### src/rtl/pc_redirect_unit_pkg.sv
// ============================================================================
// Module  : pc_redirect_unit_pkg
// Brief   : Shared types and defaults for the OTTER PC redirect unit.
// Revision: 1.0 - initial release
// ============================================================================
`default_nettype none

package pc_redirect_unit_pkg;

    typedef enum logic [2:0] {
        PC_SEQ    = 3'd0,
        PC_JALR   = 3'd1,
        PC_BRANCH = 3'd2,
        PC_JAL    = 3'd3,
        PC_TRAP   = 3'd4,
        PC_MRET   = 3'd5
    } pcsrc_t;

    typedef enum logic [1:0] {
        ST_BOOT     = 2'd0,
        ST_RUN      = 2'd1,
        ST_WAIT_ACK = 2'd2
    } redir_state_t;

    localparam logic [31:0] DEFAULT_RESET_VEC = 32'h0000_0000;
    localparam int          DEFAULT_CNT_W     = 16;

    // Codes 6/7 and an unqualified trap request collapse to sequential flow.
    function automatic pcsrc_t decode_src(input logic [2:0] raw, input logic int_taken);
        pcsrc_t src;
        case (raw)
            3'd1:    src = PC_JALR;
            3'd2:    src = PC_BRANCH;
            3'd3:    src = PC_JAL;
            3'd4:    src = int_taken ? PC_TRAP : PC_SEQ;
            3'd5:    src = PC_MRET;
            default: src = PC_SEQ;
        endcase
        return src;
    endfunction

endpackage

`default_nettype wire

### src/rtl/pc_redirect_unit_if.sv
// ============================================================================
// Module  : pc_redirect_unit_if
// Brief   : Valid/ready fetch-request bus between PC unit and instruction memory.
// Revision: 1.0 - initial release
// ============================================================================
`default_nettype none

interface pc_redirect_unit_if;
    logic [31:0] pc;
    logic        pc_valid;
    logic        fetch_ready;

    modport master (output pc, output pc_valid, input fetch_ready);
    modport slave  (input pc, input pc_valid, output fetch_ready);
endinterface

`default_nettype wire

### src/rtl/pc_redirect_unit_next_mux.sv
// ============================================================================
// Module  : pc_redirect_unit_next_mux
// Brief   : Redirect target select with JALR bit-0 clear and word alignment.
// Revision: 1.0 - initial release
// ============================================================================
`default_nettype none

module pc_redirect_unit_next_mux
    import pc_redirect_unit_pkg::*;
(
    input  pcsrc_t      src_i,
    input  logic [31:0] jalr_tgt_i,
    input  logic [31:0] branch_tgt_i,
    input  logic [31:0] jal_tgt_i,
    input  logic [31:0] mtvec_i,
    input  logic [31:0] mepc_i,
    output logic        redirect_o,
    output logic [31:0] target_o,
    output logic        misalign_o
);

    logic [31:0] w_raw;

    always_comb begin
        w_raw = 32'h0;
        case (src_i)
            PC_JALR:   w_raw = jalr_tgt_i & ~32'h1;
            PC_BRANCH: w_raw = branch_tgt_i;
            PC_JAL:    w_raw = jal_tgt_i;
            PC_TRAP:   w_raw = mtvec_i;
            PC_MRET:   w_raw = mepc_i;
            default:   w_raw = 32'h0;
        endcase
    end

    assign redirect_o = (src_i != PC_SEQ);
    // Misalignment is flagged but fetch always proceeds from the word address.
    assign misalign_o = redirect_o && (w_raw[1:0] != 2'b00);
    assign target_o   = {w_raw[31:2], 2'b00};

endmodule

`default_nettype wire

### src/rtl/pc_redirect_unit.sv
// ============================================================================
// Module  : pc_redirect_unit
// Brief   : OTTER program counter owner: next-PC select, flushes, mepc write.
// Revision: 1.0 - initial release
// ============================================================================
`default_nettype none

module pc_redirect_unit
    import pc_redirect_unit_pkg::*;
#(
    parameter logic [31:0] RESET_VEC = DEFAULT_RESET_VEC,
    parameter int          CNT_W     = DEFAULT_CNT_W
) (
    input  logic                clk,
    input  logic                rst_n,
    pc_redirect_unit_if.master  fetch_if,
    input  logic                stall_i,
    input  logic [2:0]          pc_source_i,
    input  logic                int_taken_i,
    input  logic [31:0]         ex_pc_i,
    input  logic [31:0]         jalr_tgt_i,
    input  logic [31:0]         branch_tgt_i,
    input  logic [31:0]         jal_tgt_i,
    input  logic [31:0]         mtvec_i,
    input  logic [31:0]         mepc_i,
    output logic                flush_ifid_o,
    output logic                flush_idex_o,
    output logic                mepc_we_o,
    output logic [31:0]         mepc_wdata_o,
    output logic                misalign_o,
    output logic [CNT_W-1:0]    redir_cnt_o
);

    redir_state_t      state_q, state_d;
    logic [31:0]       pc_q, pc_d;
    logic [31:0]       pend_q, pend_d;
    logic              valid_q, valid_d;
    logic [CNT_W-1:0]  cnt_q, cnt_d;

    pcsrc_t            w_src;
    logic              w_redir_raw;
    logic              w_misalign_raw;
    logic [31:0]       w_target;
    logic              w_redir;
    logic              w_accept;
    logic [31:0]       w_pend_next;

    assign w_src = decode_src(pc_source_i, int_taken_i);

    pc_redirect_unit_next_mux u_next_mux (
        .src_i        (w_src),
        .jalr_tgt_i   (jalr_tgt_i),
        .branch_tgt_i (branch_tgt_i),
        .jal_tgt_i    (jal_tgt_i),
        .mtvec_i      (mtvec_i),
        .mepc_i       (mepc_i),
        .redirect_o   (w_redir_raw),
        .target_o     (w_target),
        .misalign_o   (w_misalign_raw)
    );

    assign w_redir     = (state_q != ST_BOOT) && w_redir_raw;
    assign w_accept    = (state_q == ST_WAIT_ACK) && fetch_if.fetch_ready;
    assign w_pend_next = w_redir ? w_target : pend_q;

    // The fetch accepted while waiting was issued for the old path: kill it.
    assign flush_ifid_o = w_redir || w_accept;
    assign flush_idex_o = w_redir;
    assign misalign_o   = w_redir && w_misalign_raw;
    assign mepc_we_o    = w_redir && (w_src == PC_TRAP);
    assign mepc_wdata_o = ex_pc_i + 32'd4;

    always_comb begin
        state_d = state_q;
        pc_d    = pc_q;
        pend_d  = pend_q;
        valid_d = valid_q;
        cnt_d   = cnt_q;
        case (state_q)
            ST_BOOT: begin
                state_d = ST_RUN;
                valid_d = 1'b1;
            end
            ST_RUN: begin
                if (w_redir) begin
                    if (fetch_if.fetch_ready || !valid_q) begin
                        pc_d = w_target;
                    end else begin
                        pend_d  = w_target;
                        state_d = ST_WAIT_ACK;
                    end
                end else if (valid_q && fetch_if.fetch_ready && !stall_i) begin
                    pc_d = pc_q + 32'd4;
                end
            end
            ST_WAIT_ACK: begin
                if (fetch_if.fetch_ready) begin
                    pc_d    = w_pend_next;
                    state_d = ST_RUN;
                end else begin
                    pend_d = w_pend_next;
                end
            end
            default: begin
                state_d = ST_BOOT;
                valid_d = 1'b0;
            end
        endcase
        if (w_redir && (cnt_q != {CNT_W{1'b1}})) begin
            cnt_d = cnt_q + CNT_W'(1);
        end
    end

    always_ff @(posedge clk or negedge rst_n) begin
        if (!rst_n) begin
            state_q <= ST_BOOT;
            pc_q    <= RESET_VEC;
            pend_q  <= 32'h0;
            valid_q <= 1'b0;
            cnt_q   <= '0;
        end else begin
            state_q <= state_d;
            pc_q    <= pc_d;
            pend_q  <= pend_d;
            valid_q <= valid_d;
            cnt_q   <= cnt_d;
        end
    end

    assign fetch_if.pc       = pc_q;
    assign fetch_if.pc_valid = valid_q;
    assign redir_cnt_o       = cnt_q;

endmodule

`default_nettype wire
### src/flat_wrapper.sv
// flat-port wrapper written by rule: the top's interface ports become plain ports
module pc_redirect_unit_flat import pc_redirect_unit_pkg::*;
#(
    parameter logic [31:0] RESET_VEC = DEFAULT_RESET_VEC,
    parameter int          CNT_W     = DEFAULT_CNT_W
)
  (clk, rst_n, stall_i, pc_source_i, int_taken_i, ex_pc_i, jalr_tgt_i, branch_tgt_i, jal_tgt_i, mtvec_i, mepc_i, flush_ifid_o, flush_idex_o, mepc_we_o, mepc_wdata_o, misalign_o, redir_cnt_o, fetch_if_pc, fetch_if_pc_valid, fetch_if_fetch_ready);
  pc_redirect_unit_if fetch_if_i ();
  input  logic clk;
  input  logic rst_n;
  input  logic stall_i;
  input  logic [2:0] pc_source_i;
  input  logic int_taken_i;
  input  logic [31:0] ex_pc_i;
  input  logic [31:0] jalr_tgt_i;
  input  logic [31:0] branch_tgt_i;
  input  logic [31:0] jal_tgt_i;
  input  logic [31:0] mtvec_i;
  input  logic [31:0] mepc_i;
  output logic flush_ifid_o;
  output logic flush_idex_o;
  output logic mepc_we_o;
  output logic [31:0] mepc_wdata_o;
  output logic misalign_o;
  output logic [CNT_W-1:0] redir_cnt_o;
  output wire logic [$bits(fetch_if_i.pc)-1:0] fetch_if_pc;
  output wire logic [$bits(fetch_if_i.pc_valid)-1:0] fetch_if_pc_valid;
  input wire logic [$bits(fetch_if_i.fetch_ready)-1:0] fetch_if_fetch_ready;
  assign fetch_if_pc = fetch_if_i.pc;
  assign fetch_if_pc_valid = fetch_if_i.pc_valid;
  assign fetch_if_i.fetch_ready = fetch_if_fetch_ready;
  pc_redirect_unit #(.RESET_VEC(RESET_VEC), .CNT_W(CNT_W)) u_core (.clk(clk), .rst_n(rst_n), .fetch_if(fetch_if_i), .stall_i(stall_i), .pc_source_i(pc_source_i), .int_taken_i(int_taken_i), .ex_pc_i(ex_pc_i), .jalr_tgt_i(jalr_tgt_i), .branch_tgt_i(branch_tgt_i), .jal_tgt_i(jal_tgt_i), .mtvec_i(mtvec_i), .mepc_i(mepc_i), .flush_ifid_o(flush_ifid_o), .flush_idex_o(flush_idex_o), .mepc_we_o(mepc_we_o), .mepc_wdata_o(mepc_wdata_o), .misalign_o(misalign_o), .redir_cnt_o(redir_cnt_o));
endmodule
### config.mk
export PLATFORM = sky130hd
export DESIGN_NAME = pc_redirect_unit_flat
export DESIGN_NICKNAME = d
export VERILOG_FILES = /design/src/rtl/pc_redirect_unit_pkg.sv /design/src/rtl/pc_redirect_unit_if.sv /design/src/rtl/pc_redirect_unit_next_mux.sv /design/src/rtl/pc_redirect_unit.sv /design/src/flat_wrapper.sv
export SDC_FILE = /design/constraint.sdc
export NUM_CORES = 1
export LEC_CHECK = 0
export ABC_AREA = 1
export CAP_MARGIN = 20
export CELL_PAD_IN_SITES_DETAIL_PLACEMENT = 1
export CELL_PAD_IN_SITES_GLOBAL_PLACEMENT = 1
export CORE_MARGIN = 3
export CORE_UTILIZATION = 33
export CTS_BUF_LIST = sky130_fd_sc_hd__clkbuf_4 sky130_fd_sc_hd__clkbuf_8
export CTS_CLUSTER_DIAMETER = 80
export CTS_CLUSTER_SIZE = 10
export DETAILED_ROUTE_END_ITERATION = 8
export GPL_TIMING_DRIVEN = 1
export PLACE_DENSITY_LB_ADDON = 0.1
export SYNTH_ARGS = -nofsm -noshare
export SYNTH_HDL_FRONTEND = slang
export SYNTH_SLANG_ARGS = --single-unit
### constraint.sdc
create_clock -name clk -period 2.66 [get_ports clk]
set_clock_uncertainty 0.15 [all_clocks]
set_input_delay 0.266 -clock clk [delete_from_list [all_inputs] [get_ports clk]]
set_output_delay 0.266 -clock clk [all_outputs]
set_load 0.005 [all_outputs]
==> results of run 1 <==
## sequential cells by signal, summed over array words and instances, names as in the netlist
signal / count
u_core.fetch_if.pc: 32
u_core.fetch_if.pc_valid: 1
u_core.pend_q: 32
u_core.redir_cnt_o: 16
u_core.state_q: 2
## power by group through the flow
stage | Sequential (uW) | Clock, uW | Combinational (uW)
after global placement | 2230 | 0 | 4260
after floorplan | 2110 | 0 | 2450
after global routing | 2300 | 977 | 4920
after detailed placement | 2240 | 0 | 4370
after CTS | 2210 | 922 | 4410
final | 2220 | 897 | 4410
## how the worst max path moves through the flow
stage / cells past startpoint / slack, ns / startpoint / end
2_1_floorplan: 10 / 0.72 / ex_pc_i[2] / mepc_wdata_o[26]
3_3_place_gp: 11 / -0.22 / ex_pc_i[2] / mepc_wdata_o[26]
3_5_place_dp: 11 / -0.33 / ex_pc_i[2] / mepc_wdata_o[26]
4_1_cts: 11 / -0.19 / ex_pc_i[3] / mepc_wdata_o[26]
5_1_grt: 10 / -0.16 / ex_pc_i[9] / mepc_wdata_o[26]
6_report: 10 / -0.09 / ex_pc_i[9] / mepc_wdata_o[26]
## layout make-up
type	count	area (um2)
Timing Repair Buffer	363	3470
Tap cell	280	350
Clock buffer	10	138
Sequential cell	83	2080
Fill cell	2966	10700
Antenna cell	1	2.50
Inverter	129	489
Clock inverter	5	37.5
Multi-Input combinational cell	1000	4680
## metrics by stage
stage	setup TNS [ns]	std cells	cell area (um2)	setup WS, ns
final	-0.0933	1871	11300	-0.0933
after global placement	-1.56	1847	10900	-0.217
after global routing	-0.231	1871	11300	-0.161
after floorplan	0	1262	7430	0.722
after CTS	-0.504	1866	11100	-0.187
after detailed placement	-3.09	1847	10900	-0.325
## worst max-delay path, cell delays in order
cell and delay, ns:
clkdlybuf4s50_1 0.51, nand2_1 0.11, nor3b_2 0.26, nand3_2 0.15
nor2_4 0.16, nand2_2 0.10, nor2_4 0.13, nand4_1 0.09
nand2_1 0.07, clkdlybuf4s50_1 0.49
## layer usage
| metal | up-vias | track usage (%) | part of all wire, % |
|---|---|---|---|
| li1 | 4621 | - | - |
| met1 | 4470 | 34.7 | 43 |
| met2 | 247 | 47.7 | 49 |
| met3 | 69 | 5.10 | 4.8 |
| met4 | 0 | 9.88 | 3.9 |
| met5 | - | 0 | 0 |
## timing repair
item,in CTS,in global routing
endpoints found under the setup margin,19,15
gates resized for setup,23,27
pin swaps,2,8
hold buffers,1,0
buffers inserted,3,4
endpoints found under the hold margin,83,0
## kinds of logic (layout without fill, tap and decap cells)
group | count (synthesis) | count (layout)
flip-flops | 83 | 83
AND/OR/NAND/NOR | 847 | 847
other | 0 | 1
AO/OA/AOI/OAI | 102 | 102
XOR/XNOR | 45 | 45
buffers and inverters | 179 | 507
adder cells (fa/ha/maj) | 6 | 6
## cell usage in the layout, fill, tap and decap left out, types with 7 or more instances in the layout
cell             count
nand3_1             86
o21ai_1             10
nor2_1             158
xnor2_1             17
inv_2                7
dfrtp_1             83
nor3_1              10
dlymetal6s2s_1      11
clkdlybuf4s50_1    256
nand4_1             47
a21oi_1             37
nand2_1            510
buf_4               80
xor2_1              28
dlygate4sd2_1       11
clkbuf_8            10
o21ai_0             32
o211ai_1            10
inv_1              120
==> results.cfg, run 1 <==
[status]
status = finished, violations left
violations = setup timing

[hold_path]
hp-class = input port to async pin

[global_route]
grt_overflow = 0
grt_pass1_wl_um = 53300
grt_use_total_pct = 27.7
grt_pass1_vias = 9712
antenna_found_initial = 1
grt_max_degree = 47

[power]
ir_drop_v = 0.000396
p_leak_uw = 0.00560
pwr-share-comb_pct = 58.6
p_total_uw = 7530
p_sw_uw = 3580
swShare_pct = 47.6
p_clk_share_pct = 11.9
share_seq_of_total_power_pct = 29.5
power.internal_uw = 3950
power.density_mw_per_mm2 = 669

[routing]
drtIter0Drc = 417
vias_per_cell = 5.03
via_count = 9407
drc = 0
wl_per_cell_um = 18.4
drt_pass1_iterations = 5
wl_um = 34400
final_antenna_net_count = 0

[logic_synthesis]
post-synth-top-count-cell = nand2_1
synth.distinct_cells = 43
synth-main-ff-cell = dfrtp_1
synth_mux_area_share_pct = 0
async_flop_share_pct = 100
syn_nets = 1468
yosys_warnings = 0
synth-compound-area-share_pct = 7.73
avgSynthCellArea_um2 = 5.89
yosysSeqAreaShare_pct = 28.0
syn_area_mm2 = 0.00743
syn_inst = 1262
synth_top_family_by_area = simple AND/OR/NAND/NOR gates
synth-simple-area-share_pct = 47.6
synth_edf_count = 0
synthAdderAreaFrac_pct = 1.01
synth-xor-area-share_pct = 5.30
synth_largest_area_cell = dfrtp_1
yosys-top-cells-count = nand2_1 (511), nor2_1 (162), inv_1 (121)
synth_seq_cells = 83
synth_area_leaders = dfrtp_1 (28%), nand2_1 (26%), nor2_1 (8.2%), inv_1 (6.1%), nand3_1 (5.9%)
synth_top_cell_area_share_pct = 28.0

[critical_path]
cp.arrival_ns = 2.34
critPathRequiredTime_ns = 2.24
rr_endpoint = u_core.fetch_if.pc[28]
path_max_fanout = 3
reg2reg_from = u_core.state_q[0]
r2r_cells = 10
critical_path.startpoint_type = input port
r2r_setup_slack_ns = 0.35
critPathKind = input port to output pin
endpoint_kind = output pin

[die]
die_area_mm2 = 0.0244
die_y_um = 156
coreArea_mm2 = 0.0220
ioPinCount = 285
start_util_pct = 33.8
die_x_um = 156
rows = 54

[place]
dp_hpwl_um = 27800
portBuffers = 279
place_congestion = 0.922

[cells_and_area]
areaGrowthSynthToFinish_pct = 51.4
drive_gt1_share_pct = 8.81
utilization_pct = 51.2
nets = 1792

[sta]
max_slew.worst_pin.slew_ns = 0.544
finalCriticalPeriod_ns = 2.75
whs_ns = 0.118
max_freq_mhz = 363
worst_slack_ns = -0.0933
finalHoldViolations = 0
rsz0062_at_grt = true
timing.final.crit_share_pct = 104
relSlewSlack_pct = 63.6
drv_slew = 0
setup_viol = 1

[clocking]
cts-root-buf = clkbuf_8
clk_path_buf_depth = 2
clk_latency_ns = 0.39
cts.sinks = 83
cts_buffers = 9
cts_tree = yes
path_clk_slew_ns = 0.08
htreeDepth = 3

[job]
cap_violations = 0
No activity file was read; power rests on OpenSTA's default activity.
==> run 2, diff against run 1 <==
--- a/config.mk
+++ b/config.mk
@@ -15,8 +15,9 @@
 export CTS_CLUSTER_DIAMETER = 80
 export CTS_CLUSTER_SIZE = 10
 export DETAILED_ROUTE_END_ITERATION = 8
-export GPL_TIMING_DRIVEN = 1
+export GPL_TIMING_DRIVEN = 0
 export PLACE_DENSITY_LB_ADDON = 0.1
+export REMOVE_ABC_BUFFERS = 1
 export SYNTH_ARGS = -nofsm -noshare
 export SYNTH_HDL_FRONTEND = slang
 export SYNTH_SLANG_ARGS = --single-unit
==> run 2 against run 1 <==
Net effect: the run now ends clean; largest cell class unchanged; register-to-register slack got worse by 0.17 ns; hold slack improved by 0.079 ns; largest power group unchanged; cell count fell by 2.4%; die area did not move; flip-flop and latch count did not move; non-clock buffer count fell by 55; clock power rose by 9.7%; global-route usage rose by 1.7 points; sequential share of layout area rose by 0.070 points.
==> results.cfg, run 2 (synthesis results as in run 1) <==
[cells_and_area]
drive_gt1_share_pct = 7.77
areaGrowthSynthToFinish_pct = 50.9
mostFrequentLayoutCells = nand2_1 (505), clkdlybuf4s50_1 (251), nor2_1 (151)
fillers = 2921
final_common_cell = nand2_1
nets = 1745

[global_route]
grt_pass1_wl_um = 55600
grt_max_degree = 58
grt_use_total_pct = 29.4
grt_overflow = 0
grt_pass1_vias = 9535
antenna_found_initial = 3

[clocking]
cts.sinks = 83
path_clk_slew_ns = 0.09
cts_buffers = 9
clk_latency_ns = 0.39
htreeDepth = 3
clk_path_buf_depth = 2
cts_tree = yes
cts-root-buf = clkbuf_8

[critical_path]
path_max_fanout = 4
cp.arrival_ns = 2.15
critical_path.startpoint_type = input port
r2r_cells = 10
endpoint_kind = output pin
r2r_setup_slack_ns = 0.18
critPathRequiredTime_ns = 2.24
rr_endpoint = u_core.fetch_if.pc[0]
critPathKind = input port to output pin
reg2reg_from = u_core.state_q[1]

[sta]
finalHoldViolations = 0
max_slew.worst_pin.slew_ns = 0.890
drv_slew = 0
fin_setup_tns_ns = 0
relSlewSlack_pct = 40.6
max_freq_mhz = 390
worst_slack_ns = 0.0952
timing.final.crit_share_pct = 96.4
finalCriticalPeriod_ns = 2.56
setup_viol = 0

[routing]
final_antenna_net_count = 0
met3WireLength_um = 2050
wl_met1_um = 15600
drc = 0
drtIter0Drc = 479
via_count = 9519
wl_per_cell_um = 20.3
drt_pass1_iterations = 5
top_layer = met4
vias_per_cell = 5.21
wl_um = 37100
met2_length_um = 18200

[die]
rows = 54
ioPinCount = 285
die_y_um = 156
coreArea_mm2 = 0.0220
die_area_mm2 = 0.0244
start_util_pct = 33.8
die_x_um = 156

[power]
power.density_mw_per_mm2 = 704
ir_drop_v = 0.000472
p_leak_uw = 0.00543

[place]
dp_slack_ns = -2.93
portBuffers = 279
place_congestion = 0.861
dp_hpwl_um = 26400

[status]
status = finished, final reports clean

[hold_path]
hp-class = input port to async pin

[job]
cap_violations = 0
-- run 2: report_power, final --
| group | internal (uW) | total (uW) | leakage [uW] | switching, uW |
|---|---|---|---|---|
| Clock | 461 | 984 | 0.000105 | 523 |
| Combinational | 1860 | 4670 | 0.00427 | 2810 |
| Sequential | 1720 | 2240 | 0.00105 | 521 |
| Total | 4040 | 7900 | 0.00543 | 3850 |
-- run 2: layer usage --
layer | vias up | global-route usage (%)
li1 | 4559 | -
met3 | 60 | 5.83
met1 | 4646 | 36.8
met4 | 0 | 9.38
met5 | - | 0
met2 | 254 | 50.9
-- run 2: critical path, stage by stage --
cell and delay [ns]:
clkdlybuf4s50_1 0.57, nand2_1 0.12, nor2_2 0.17, nand2_1 0.09, nor3_2 0.20, xor2_1 0.15
clkdlybuf4s50_1 0.58
-- run 2: cell type report --
cell class	instances	area (um2)	share of cell area [%]
Antenna cell	3	7.51	0.0670
Clock buffer	11	139	1.24
Clock inverter	5	61.3	0.547
Inverter	129	557	4.97
Multi-Input combinational cell	1006	4920	43.9
Sequential cell	83	2080	18.5
Tap cell	280	350	3.13
Timing Repair Buffer	308	3080	27.5
Timing Repair inverter	2	15.0	0.134
-- run 2: repair_timing --
action / CTS / global route
gates cloned: 7 / 2
endpoints found under the setup margin: 106 / 50
pin swaps: 15 / 11
hold endpoints to repair: 26 / 0
hold buffers: 1 / 0
resized for setup: 83 / 33
buffers inserted: 14 / 9
-- run 2: per-stage QoR --
stage | area, um2 | cells | utilization (%) | power (uW) | hold slack, ns
2_1_floorplan | 7140 | 1212 | - | 4340 | -0.180
3_3_place_gp | 10300 | 1771 | 46.8 | 6170 | 0.301
3_5_place_dp | 10400 | 1775 | 47.3 | 6330 | 0.0770
4_1_cts | 11000 | 1813 | 50.0 | 7710 | 0.197
5_1_grt | 11200 | 1827 | 51.0 | 8520 | 0.249
6_report | 11200 | 1827 | 51.0 | 7900 | 0.196
-- run 2: worst max path at each step --
stage	from	endpoint	depth (start not counted)
final	ex_pc_i[17]	mepc_wdata_o[29]	7
after global routing	ex_pc_i[17]	mepc_wdata_o[29]	7
after CTS	ex_pc_i[10]	mepc_wdata_o[30]	8
after detailed placement	pc_source_i[1]	u_core.fetch_if.pc[28]	12
after global placement	pc_source_i[1]	u_core.fetch_if.pc[28]	12
after floorplan	u_core.state_q[0]	u_core.fetch_if.pc[2]	9
==> RTL edit, RTL diff (flow settings as in run 2) <==
Change the package constant `DEFAULT_CNT_W` from 16 to 32.
--- a/src/rtl/pc_redirect_unit_pkg.sv
+++ b/src/rtl/pc_redirect_unit_pkg.sv
@@ -23,7 +23,7 @@
     } redir_state_t;
 
     localparam logic [31:0] DEFAULT_RESET_VEC = 32'h0000_0000;
-    localparam int          DEFAULT_CNT_W     = 16;
+    localparam int          DEFAULT_CNT_W     = 32;
 
     // Codes 6/7 and an unqualified trap request collapse to sequential flow.
     function automatic pcsrc_t decode_src(input logic [2:0] raw, input logic int_taken);
Interface: changed (resized redir_cnt_o); port bits go from 285 to 301. No check against the original RTL was run, so the function may have changed too.
==> RTL edit against run 2 <==
- sequential cell count is 16 higher
- final area is 5.4% higher
- worst setup slack worse by 0.056 ns
- synthesized cell count is 1.6% higher
- sequential share of layout area is 2.4 points higher
- power is 1.4% higher
- routed wire length is 8.6% lower
- via count is 0.91% lower
- non-clock buffer count is 17 higher
- critical path depth is 2 higher
- synthesized area is 6.9% higher
- maximum frequency is 2.1% lower
- critical endpoint is now mepc_wdata_o[21]
- largest cell class unchanged
- largest power group unchanged
==> RTL edit: results (changes against run 2) <==
[power]
p_int_w=0.00422  ; +4.5%
swShare=0.472  ; -0.0159
p_clk_frac=0.136  ; +0.011
p_leak_nw=5.47  ; +0.85%
ir_worst_vdd_v=0.000388  ; -18%

[synthesis]
ys.flop_type=dfrtp_1
synth_xor_area_frac=0.0695  ; +0.0164
yosys-top-cells-area=dfrtp_1 (31%), nand2_1 (22%), nor2_1 (8.3%)
netlist_instances=1282  ; +1.6%
ys_seq_area_frac=0.312  ; +0.0325
synth_common_cells=nand2_1 (472), nor2_1 (176), inv_1 (144), dfrtp_1 (99), nand3_1 (69)
synth-adder-area-share=0.00945  ; -0.000650
synth_compound_area_frac=0.0764  ; -0.000873
synth_cell_type_count=36  ; -16%

[place]
place_ws_ns=-1.82  ; +1.11 ns
placedCellCount=1861  ; +4.8%
port_buffers=295  ; +5.7%
place.gp.congestion=0.856  ; -0.55%
hpwl_um=24700  ; -6.4%
post_dp_cell_area_um2=11100  ; +7.3%

[grt]
grt_max_degree=67  ; +16%
grt_pass1_vias=9870  ; +3.5%
grt_pass1_wl_um=53100  ; -4.3%
antenna_found_initial=0  ; -3

[finish]
drive_gt1_frac=0.0699  ; -0.00778
antenna_cells=0  ; -3
num-nets-final=1788  ; +2.5%
register_area_um2=2480  ; +19%
nFillCells=3133  ; +7.3%
fin_cells=1906  ; +4.3%

[clock_tree]
cts.clk_slew.worst_paths_ns=0.11  ; +0.02 ns

[sta]
fmax_mhz=382  ; -2.1%

[detailed_routing]
drtIter0Drc=538  ; +12%
vias_per_cell=4.95  ; -5.0%
wirelength_um=33900  ; -8.6%

[worst_setup_path]
reg2reg_slack_ns=0.23  ; +0.05 ns
timing.rr.end=u_core.fetch_if.pc[27]$_DFFE_PN0P_
rr_startpoint=u_core.state_q[0]$_DFFE_PN0P_

[outcome]
status=finished clean

[RTL edit: area by class of cell]
class | count | share of cell area
clock buffer | 10 | 0.0117
clock inverter | 6 | 0.00604
inverter | 150 | 0.0493
multi-input combinational | 996 | 0.413
sequential | 99 | 0.210
tap | 319 | 0.0338
timing repair buffer | 325 | 0.276
timing repair inverter | 1 | 0.000636
[RTL edit: routing by layer]
layer	vias to the layer above	share of wire	track usage
li1	4611	-	-
met5	-	0	0
met3	33	0.052	0.0505
met2	254	0.48	0.438
met1	4534	0.45	0.336
met4	0	0.016	0.0469
[RTL edit: worst max path at each step]
stage,depth (start not counted),from,slack [ns],to
5_1_grt,9,ex_pc_i[18],-0.05,mepc_wdata_o[28]
6_report,9,ex_pc_i[6],0.04,mepc_wdata_o[21]
2_1_floorplan,7,u_core.state_q[0]$_DFFE_PN0P_,-0.23,u_core.pend_q[10]$_DFFE_PN0P_
3_5_place_dp,10,pc_source_i[2],-1.82,u_core.redir_cnt_o[12]$_DFFE_PN0P_
4_1_cts,5,u_core.state_q[0]$_DFFE_PN0P_,0.001,flush_ifid_o
3_3_place_gp,1,rst_n,-3.07,u_core.redir_cnt_o[25]$_DFFE_PN0P_
[RTL edit: what timing repair did]
item                                   in CTS  in global routing
endpoints found under the hold margin      33                  0
resized for setup                          60                 31
setup endpoints to repair                 114                 70
cloned                                      4                  0
pin swaps                                  17                  7
buffers inserted                           18                  6
hold buffers                                1                  0
[RTL edit: cell families (layout without fill, tap and decap cells)]
kind of cell | Yosys count | in the layout
compound gates | 106 | 107
simple gates | 818 | 820
xor+xnor | 63 | 63
flops | 99 | 99
buf+inv | 190 | 492
fa+ha+maj | 6 | 6
